$ cat src/rtl/st7735_rect_fill_pkg.sv
// st7735_rect_fill_pkg
//   Shared definitions for the ST7735 rectangle-fill sequencer: default panel
//   geometry, default busy timeout, the fill FSM state encoding and an RGB565
//   packing helper used by pattern/demo logic and benches.
package st7735_rect_fill_pkg;

  localparam int DEF_WIDTH        = 160;
  localparam int DEF_HEIGHT       = 120;
  localparam int DEF_BUSY_TIMEOUT = 4095;

  typedef enum logic [2:0] {
    ST_IDLE,
    ST_CHECK,
    ST_ISSUE,
    ST_WAIT_ACK,
    ST_WAIT_DONE,
    ST_FINISH
  } fill_state_t;

  // RGB565 layout is {r[4:0], g[5:0], b[4:0]}.
  function automatic logic [15:0] rgb565_pack(input logic [4:0] r,
                                              input logic [5:0] g,
                                              input logic [4:0] b);
    return {r, g, b};
  endfunction

endpackage

$ cat src/rtl/st7735_busy_timer.sv
// st7735_busy_timer
//   Watchdog for the driver busy handshake. Counts enabled cycles since the
//   last clear and raises expired once BUSY_TIMEOUT cycles have been spent.
// Ports
//   clk      in  clock
//   rst_n    in  asynchronous active-low reset
//   clear    in  restart the count (asserted on every FSM state change)
//   enable   in  count this cycle (waiting states only)
//   expired  out timeout reached; only meaningful while enable is high
module st7735_busy_timer #(
  parameter  int BUSY_TIMEOUT = 4095,
  localparam int TW           = $clog2(BUSY_TIMEOUT + 1)
) (
  input  logic clk,
  input  logic rst_n,
  input  logic clear,
  input  logic enable,
  output logic expired
);

  logic [TW-1:0] count;

  // The count holds the number of cycles already completed in the state, so
  // comparing against BUSY_TIMEOUT-1 ends the wait after exactly BUSY_TIMEOUT cycles.
  assign expired = enable && (count == TW'(BUSY_TIMEOUT - 1));

  always_ff @(posedge clk or negedge rst_n) begin
    if (!rst_n) begin
      count <= '0;
    end else if (clear) begin
      count <= '0;
    end else if (enable && !expired) begin
      count <= count + 1'b1;
    end
  end

endmodule

$ cat src/rtl/st7735_rect_fill.sv
// st7735_rect_fill
//   Accepts one filled-rectangle command, walks it in raster order and issues
//   one pixel write per coordinate, pacing on the driver busy handshake.
// Ports
//   system_clk, reset_n        clock, asynchronous active-low reset
//   cmd_valid / cmd_ready      command handshake (accept on valid && ready)
//   cmd_x0, cmd_x1             column corners, any order
//   cmd_y0, cmd_y1             row corners, any order
//   cmd_color                  RGB565 fill colour
//   cmd_abort                  stop after the current pixel completes
//   lcd_ready                  driver initialisation finished
//   pix_busy                   driver busy with a pixel
//   pix_write_en               pixel write request
//   pix_x, pix_y, pix_color    current pixel coordinate and colour
//   done                       1-cycle pulse: rectangle finished or aborted
//   error                      1-cycle pulse: command rejected or busy timeout
module st7735_rect_fill
  import st7735_rect_fill_pkg::*;
#(
  parameter  int WIDTH        = DEF_WIDTH,
  parameter  int HEIGHT       = DEF_HEIGHT,
  parameter  int BUSY_TIMEOUT = DEF_BUSY_TIMEOUT,
  localparam int XW           = $clog2(WIDTH) + 1,
  localparam int YW           = $clog2(HEIGHT) + 1
) (
  input  logic          system_clk,
  input  logic          reset_n,
  input  logic          cmd_valid,
  output logic          cmd_ready,
  input  logic [XW-1:0] cmd_x0,
  input  logic [XW-1:0] cmd_x1,
  input  logic [YW-1:0] cmd_y0,
  input  logic [YW-1:0] cmd_y1,
  input  logic [15:0]   cmd_color,
  input  logic          cmd_abort,
  input  logic          lcd_ready,
  input  logic          pix_busy,
  output logic          pix_write_en,
  output logic [XW-1:0] pix_x,
  output logic [YW-1:0] pix_y,
  output logic [15:0]   pix_color,
  output logic          done,
  output logic          error
);

  fill_state_t   state, state_next;
  logic [XW-1:0] x0, x1, cur_x;
  logic [YW-1:0] y0, y1, cur_y;
  logic [15:0]   color;
  logic          abort_q;

  logic accept, abort_seen, in_range, last_pixel, step, error_event;
  logic timer_clear, timer_enable, timer_expired;

  assign pix_write_en = (state == ST_ISSUE) || (state == ST_WAIT_ACK);
  assign done         = (state == ST_FINISH);
  assign pix_x        = cur_x;
  assign pix_y        = cur_y;
  assign pix_color    = color;

  assign timer_enable = (state == ST_WAIT_ACK) || (state == ST_WAIT_DONE);
  assign timer_clear  = (state_next != state);

  st7735_busy_timer #(
    .BUSY_TIMEOUT(BUSY_TIMEOUT)
  ) u_timer (
    .clk    (system_clk),
    .rst_n  (reset_n),
    .clear  (timer_clear),
    .enable (timer_enable),
    .expired(timer_expired)
  );

  always_ff @(posedge system_clk or negedge reset_n) begin
    if (!reset_n) begin
      state <= ST_IDLE;
    end else begin
      state <= state_next;
    end
  end

  // Corners are stored sorted, so only x1/y1 need the range check and the
  // raster walk always counts upwards. An abort request arriving in the same
  // cycle it is latched is honoured immediately via abort_seen.
  always_comb begin
    state_next  = state;
    accept      = (state == ST_IDLE) && cmd_valid && cmd_ready;
    abort_seen  = abort_q || cmd_abort;
    in_range    = (x1 < XW'(WIDTH)) && (y1 < YW'(HEIGHT));
    last_pixel  = (cur_x == x1) && (cur_y == y1);
    step        = 1'b0;
    error_event = 1'b0;
    case (state)
      ST_IDLE: begin
        if (accept) state_next = ST_CHECK;
      end
      ST_CHECK: begin
        if (abort_seen) begin
          state_next = ST_FINISH;
        end else if (!in_range) begin
          state_next  = ST_IDLE;
          error_event = 1'b1;
        end else begin
          state_next = ST_ISSUE;
        end
      end
      ST_ISSUE: begin
        state_next = ST_WAIT_ACK;
      end
      ST_WAIT_ACK: begin
        if (timer_expired) begin
          state_next  = ST_IDLE;
          error_event = 1'b1;
        end else if (pix_busy) begin
          state_next = ST_WAIT_DONE;
        end
      end
      ST_WAIT_DONE: begin
        if (timer_expired) begin
          state_next  = ST_IDLE;
          error_event = 1'b1;
        end else if (!pix_busy) begin
          if (abort_seen || last_pixel) begin
            state_next = ST_FINISH;
          end else begin
            state_next = ST_ISSUE;
            step       = 1'b1;
          end
        end
      end
      ST_FINISH: begin
        state_next = ST_IDLE;
      end
      default: begin
        state_next = ST_IDLE;
      end
    endcase
  end

  // Command latch, raster walk and registered handshake/status outputs.
  // cmd_ready follows lcd_ready only while the FSM will be idle next cycle,
  // which drops it right after an accept.
  always_ff @(posedge system_clk or negedge reset_n) begin
    if (!reset_n) begin
      x0        <= '0;
      x1        <= '0;
      y0        <= '0;
      y1        <= '0;
      cur_x     <= '0;
      cur_y     <= '0;
      color     <= '0;
      abort_q   <= 1'b0;
      cmd_ready <= 1'b0;
      error     <= 1'b0;
    end else begin
      cmd_ready <= (state_next == ST_IDLE) && lcd_ready;
      error     <= error_event;

      if (state == ST_IDLE) begin
        abort_q <= 1'b0;
      end else if (cmd_abort) begin
        abort_q <= 1'b1;
      end

      if (accept) begin
        x0    <= (cmd_x0 <= cmd_x1) ? cmd_x0 : cmd_x1;
        x1    <= (cmd_x0 <= cmd_x1) ? cmd_x1 : cmd_x0;
        y0    <= (cmd_y0 <= cmd_y1) ? cmd_y0 : cmd_y1;
        y1    <= (cmd_y0 <= cmd_y1) ? cmd_y1 : cmd_y0;
        color <= cmd_color;
      end

      if (state == ST_CHECK && state_next == ST_ISSUE) begin
        cur_x <= x0;
        cur_y <= y0;
      end else if (step) begin
        if (cur_x == x1) begin
          cur_x <= x0;
          cur_y <= cur_y + 1'b1;
        end else begin
          cur_x <= cur_x + 1'b1;
        end
      end
    end
  end

endmodule

$ cat config.mk
export PLATFORM = sky130hd
export DESIGN_NAME = st7735_rect_fill
export DESIGN_NICKNAME = d
export VERILOG_FILES = /design/src/rtl/st7735_rect_fill_pkg.sv /design/src/rtl/st7735_busy_timer.sv /design/src/rtl/st7735_rect_fill.sv
export SDC_FILE = /design/constraint.sdc
export NUM_CORES = 1
export LEC_CHECK = 0
export ABC_CLOCK_PERIOD_IN_PS = 7000
export BUFFER_PORTS_ARGS = -buffer_cell sky130_fd_sc_hd__buf_2
export CAP_MARGIN = 20
export CELL_PAD_IN_SITES_DETAIL_PLACEMENT = 1
export CELL_PAD_IN_SITES_GLOBAL_PLACEMENT = 1
export CORE_UTILIZATION = 30
export CTS_CLUSTER_DIAMETER = 150
export CTS_CLUSTER_SIZE = 30
export DETAILED_ROUTE_END_ITERATION = 10
export PLACE_DENSITY = 0.67
export SETUP_SLACK_MARGIN = 0.5
export SYNTH_ARGS = -nofsm -noshare
export SYNTH_HDL_FRONTEND = slang
export SYNTH_SLANG_ARGS = --single-unit
$ cat constraint.sdc
create_clock -name system_clk -period 7 [get_ports system_clk]
set_clock_uncertainty 0.2 [all_clocks]
set_input_delay 0.35 -clock system_clk [delete_from_list [all_inputs] [get_ports system_clk]]
set_output_delay 0.35 -clock system_clk [all_outputs]
set_load 0.005 [all_outputs]
==> flow_summary.yaml <==
worst_setup_path:
  rrSetupSlack_ns: 4.02
  startpoint: "pix_x[0]$_DFFE_PN0P_"
  path_class: "reg -> reg"
  critPathArrivalTime_ns: 2.96
  cp-endpoint: "u_timer.count[1]$_DFFE_PN0P_"
  worst-r2r-cell-count: 6
  start_kind: "flip-flop"
  r2r-end: "u_timer.count[1]$_DFFE_PN0P_"
  critical_path.max_fanout: 12
  cp-end-kind: "flip-flop"
  r2r_start: "pix_x[0]$_DFFE_PN0P_"
  critPathRequiredTime_ns: 6.98
final_layout:
  synthToLayoutAreaGrowth_pct: 22.8
  layout-drive-gt1-share_pct: 19.3
  layout.nets: 752
  instances_no_fill: 899
  antenna_cells_inserted: 0
  fin_area_mm2: 0.00639
synthesis:
  yosysTopAreaCell: "dfrtp_1"
  synth-edff-count: 0
  syn_inst: 580
  synth_commonest_cells: "dfrtp_1, nand2_1, nand3_1"
  synth.most_common_cell: "dfrtp_1"
  avgSynthCellArea_um2: 8.97
  ys.flop_type: "dfrtp_1"
  synth_fp_nets: 657
  ys_seq_elements: 85
  ys_seq_area_share_pct: 40.9
  synth.area.top_cells: "dfrtp_1, nand2_1, ha_1"
  netlist_area_mm2: 0.00520
  yosys_warnings: 0
  synth_top_cell_area_share_pct: 40.9
  synth-async-reset-ratio_pct: 100
  yosysUniqueCellTypes: 56
clocking:
  cts_tree: "built"
  clock_sinks: 85
  root_buffer: "clkbuf_16"
  clock_latency_ns: 0.35
  cts_max_path_buffers: 2
  ctsHtreeMaxLevel: 3
  cts-resized-gates: 0
  cts_setup_buffers: 0
  cts.clk_slew.worst_paths_ns: 0.06
  cts_buffers: 9
  holdBufCountCts: 16
hold_path:
  hold_path.class: "in -> reg"
route:
  wl_per_cell_um: 16.8
  drt_iter0_markers: 258
  post_drt_via_cell_ratio: 5.25
  wirelength_mm: 15.1
  first_pass_iters: 4
  drc_errors: 0
  ant_nets: 0
  num_vias: 4720
sta:
  slew_violations: 0
  fin_crit_sh_pct: 42.6
  setup_violations: 0
  min_period_ns: 2.98
  setup_ws_ns: 4.02
  hold_viol: 0
  fin_setup_tns_ns: 0
  slew_headroom_pct: 32.7
  max_freq_mhz: 335
  tightest_slew_ns: 1.01
  rsz0062_at_grt: "false"
global_route:
  grt_usage_pct: 18.0
  grt_pass1_wl_mm: 25.5
  overflow: 0
  antenna_found_initial: 0
  grt_max_degree: 86
  grt_pass1_vias: 5071
placement:
  placed_area_mm2: 0.00587
  gp_congestion: 0.826
  io_buffers: 92
  hpwl_mm: 10.9
  post-place-cells: 865
  place_ws_ns: 3.58
power_and_ir_drop:
  switching_share_pct: 39.8
  p_per_area_mw_per_mm2: 344
  pwr-share-seq_pct: 40.0
  p_leak_uw: 0.00306
  power_frac_clock_pct: 22.3
  power.switching_uw: 874
  peakVddDrop_mv: 0.152
  p_comb_share_pct: 37.7
  p_int_uw: 1320
  finalPower_uw: 2200
floorplan:
  die-area_mm2: 0.0179
  core_area_mm2: 0.0168
  die_height_um: 134
  row_count: 47
  die_w_um: 134
  start_util_pct: 31.0
  io_pins: 93
outcome:
  run_status: "finished clean"
job:
  maxCapViolations: 0
[per-layer routing]
| layer | global-route usage (%) | share of wire, % | vias to the layer above |
|---|---|---|---|
| li1 | - | - | 2277 |
| met2 | 31.4 | 49 | 80 |
| met3 | 4.19 | 3.6 | 15 |
| met5 | 0 | 0 | - |
| met4 | 5.37 | 1.5 | 0 |
| met1 | 21.9 | 46 | 2348 |
[cell type report]
cell class / count / area [µm²]
fill: 1984 / 10400
multi-input combinational: 440 / 2880
sequential: 85 / 2130
timing repair buffer: 115 / 716
tap: 220 / 275
clock buffer: 9 / 225
inverter: 24 / 90.1
clock inverter: 6 / 73.8
[power groups by stage]
| stage | sequential (µW) | combinational, µW | clock, µW |
|---|---|---|---|
| after detailed placement | 887 | 815 | 0 |
| after global placement | 878 | 779 | 0 |
| after global routing | 910 | 934 | 519 |
| final | 880 | 828 | 490 |
| after CTS | 881 | 825 | 506 |
| after floorplan | 824 | 562 | 0 |
[per-stage QoR]
stage | hold WS (ns) | utilization (%)
finish | 0.0343 | 38.1
global route | 0.0453 | 38.1
CTS | 0.0251 | 37.7
detailed placement | 0.261 | 35.0
global placement | 0.254 | 35.0
floorplan | -0.146 | -
[state kept, by name, indices dropped and copies added, names as in the netlist]
signal         cells
pix_color         16
u_timer.count     12
pix_x              9
x0                 9
x1                 9
pix_y              8
y0                 8
y1                 8
state              3
abort_q            1
cmd_ready          1
error              1
[worst max-delay path, stage by stage, from the launching register on]
cell and delay (ns):
dfrtp_1 0.46, xor2_1 0.17, nor4_1 0.42, nand3_1 0.40
o21ai_0 0.47, o2bb2ai_1 0.51, a2111oi_0 0.17
[logic make-up after synthesis]
logic type	after synthesis	synth area share [%]
buffers and inverters	55	4.18
flip-flops	85	40.9
AO/OA/AOI/OAI	122	17.1
adder cells (fa/ha/maj)	21	5.05
AND/OR/NAND/NOR	243	23.2
XOR/XNOR	34	5.72
multiplexers	20	3.85
[placed cells by master, fill, tap and decap left out, types with 16 or more instances in the layout]
cell	Yosys	routed
a22oi_1	19	19
buf_2	3	91
dfrtp_1	85	85
dlygate4sd3_1	0	17
ha_1	21	21
inv_1	24	24
mux2i_1	20	20
nand2_1	83	83
nand3_1	49	48
nor2_1	22	22
nor3_1	16	16
o21ai_0	40	40
xor2_1	20	20
[worst min path at each step]
stage,startpoint,endpoint,slack (ns),cells past startpoint
global route,lcd_ready,cmd_ready$_DFF_PN0_,0.05,3
finish,lcd_ready,cmd_ready$_DFF_PN0_,0.03,3
detailed placement,pix_color[10]$_DFFE_PN0P_,pix_color[10]$_DFFE_PN0P_,0.26,2
global placement,pix_color[5]$_DFFE_PN0P_,pix_color[5]$_DFFE_PN0P_,0.25,2
CTS,lcd_ready,cmd_ready$_DFF_PN0_,0.03,3
floorplan,reset_n,abort_q$_DFFE_PN0P_,-0.15,0
Note: power is estimated with default switching activity, not from simulation.
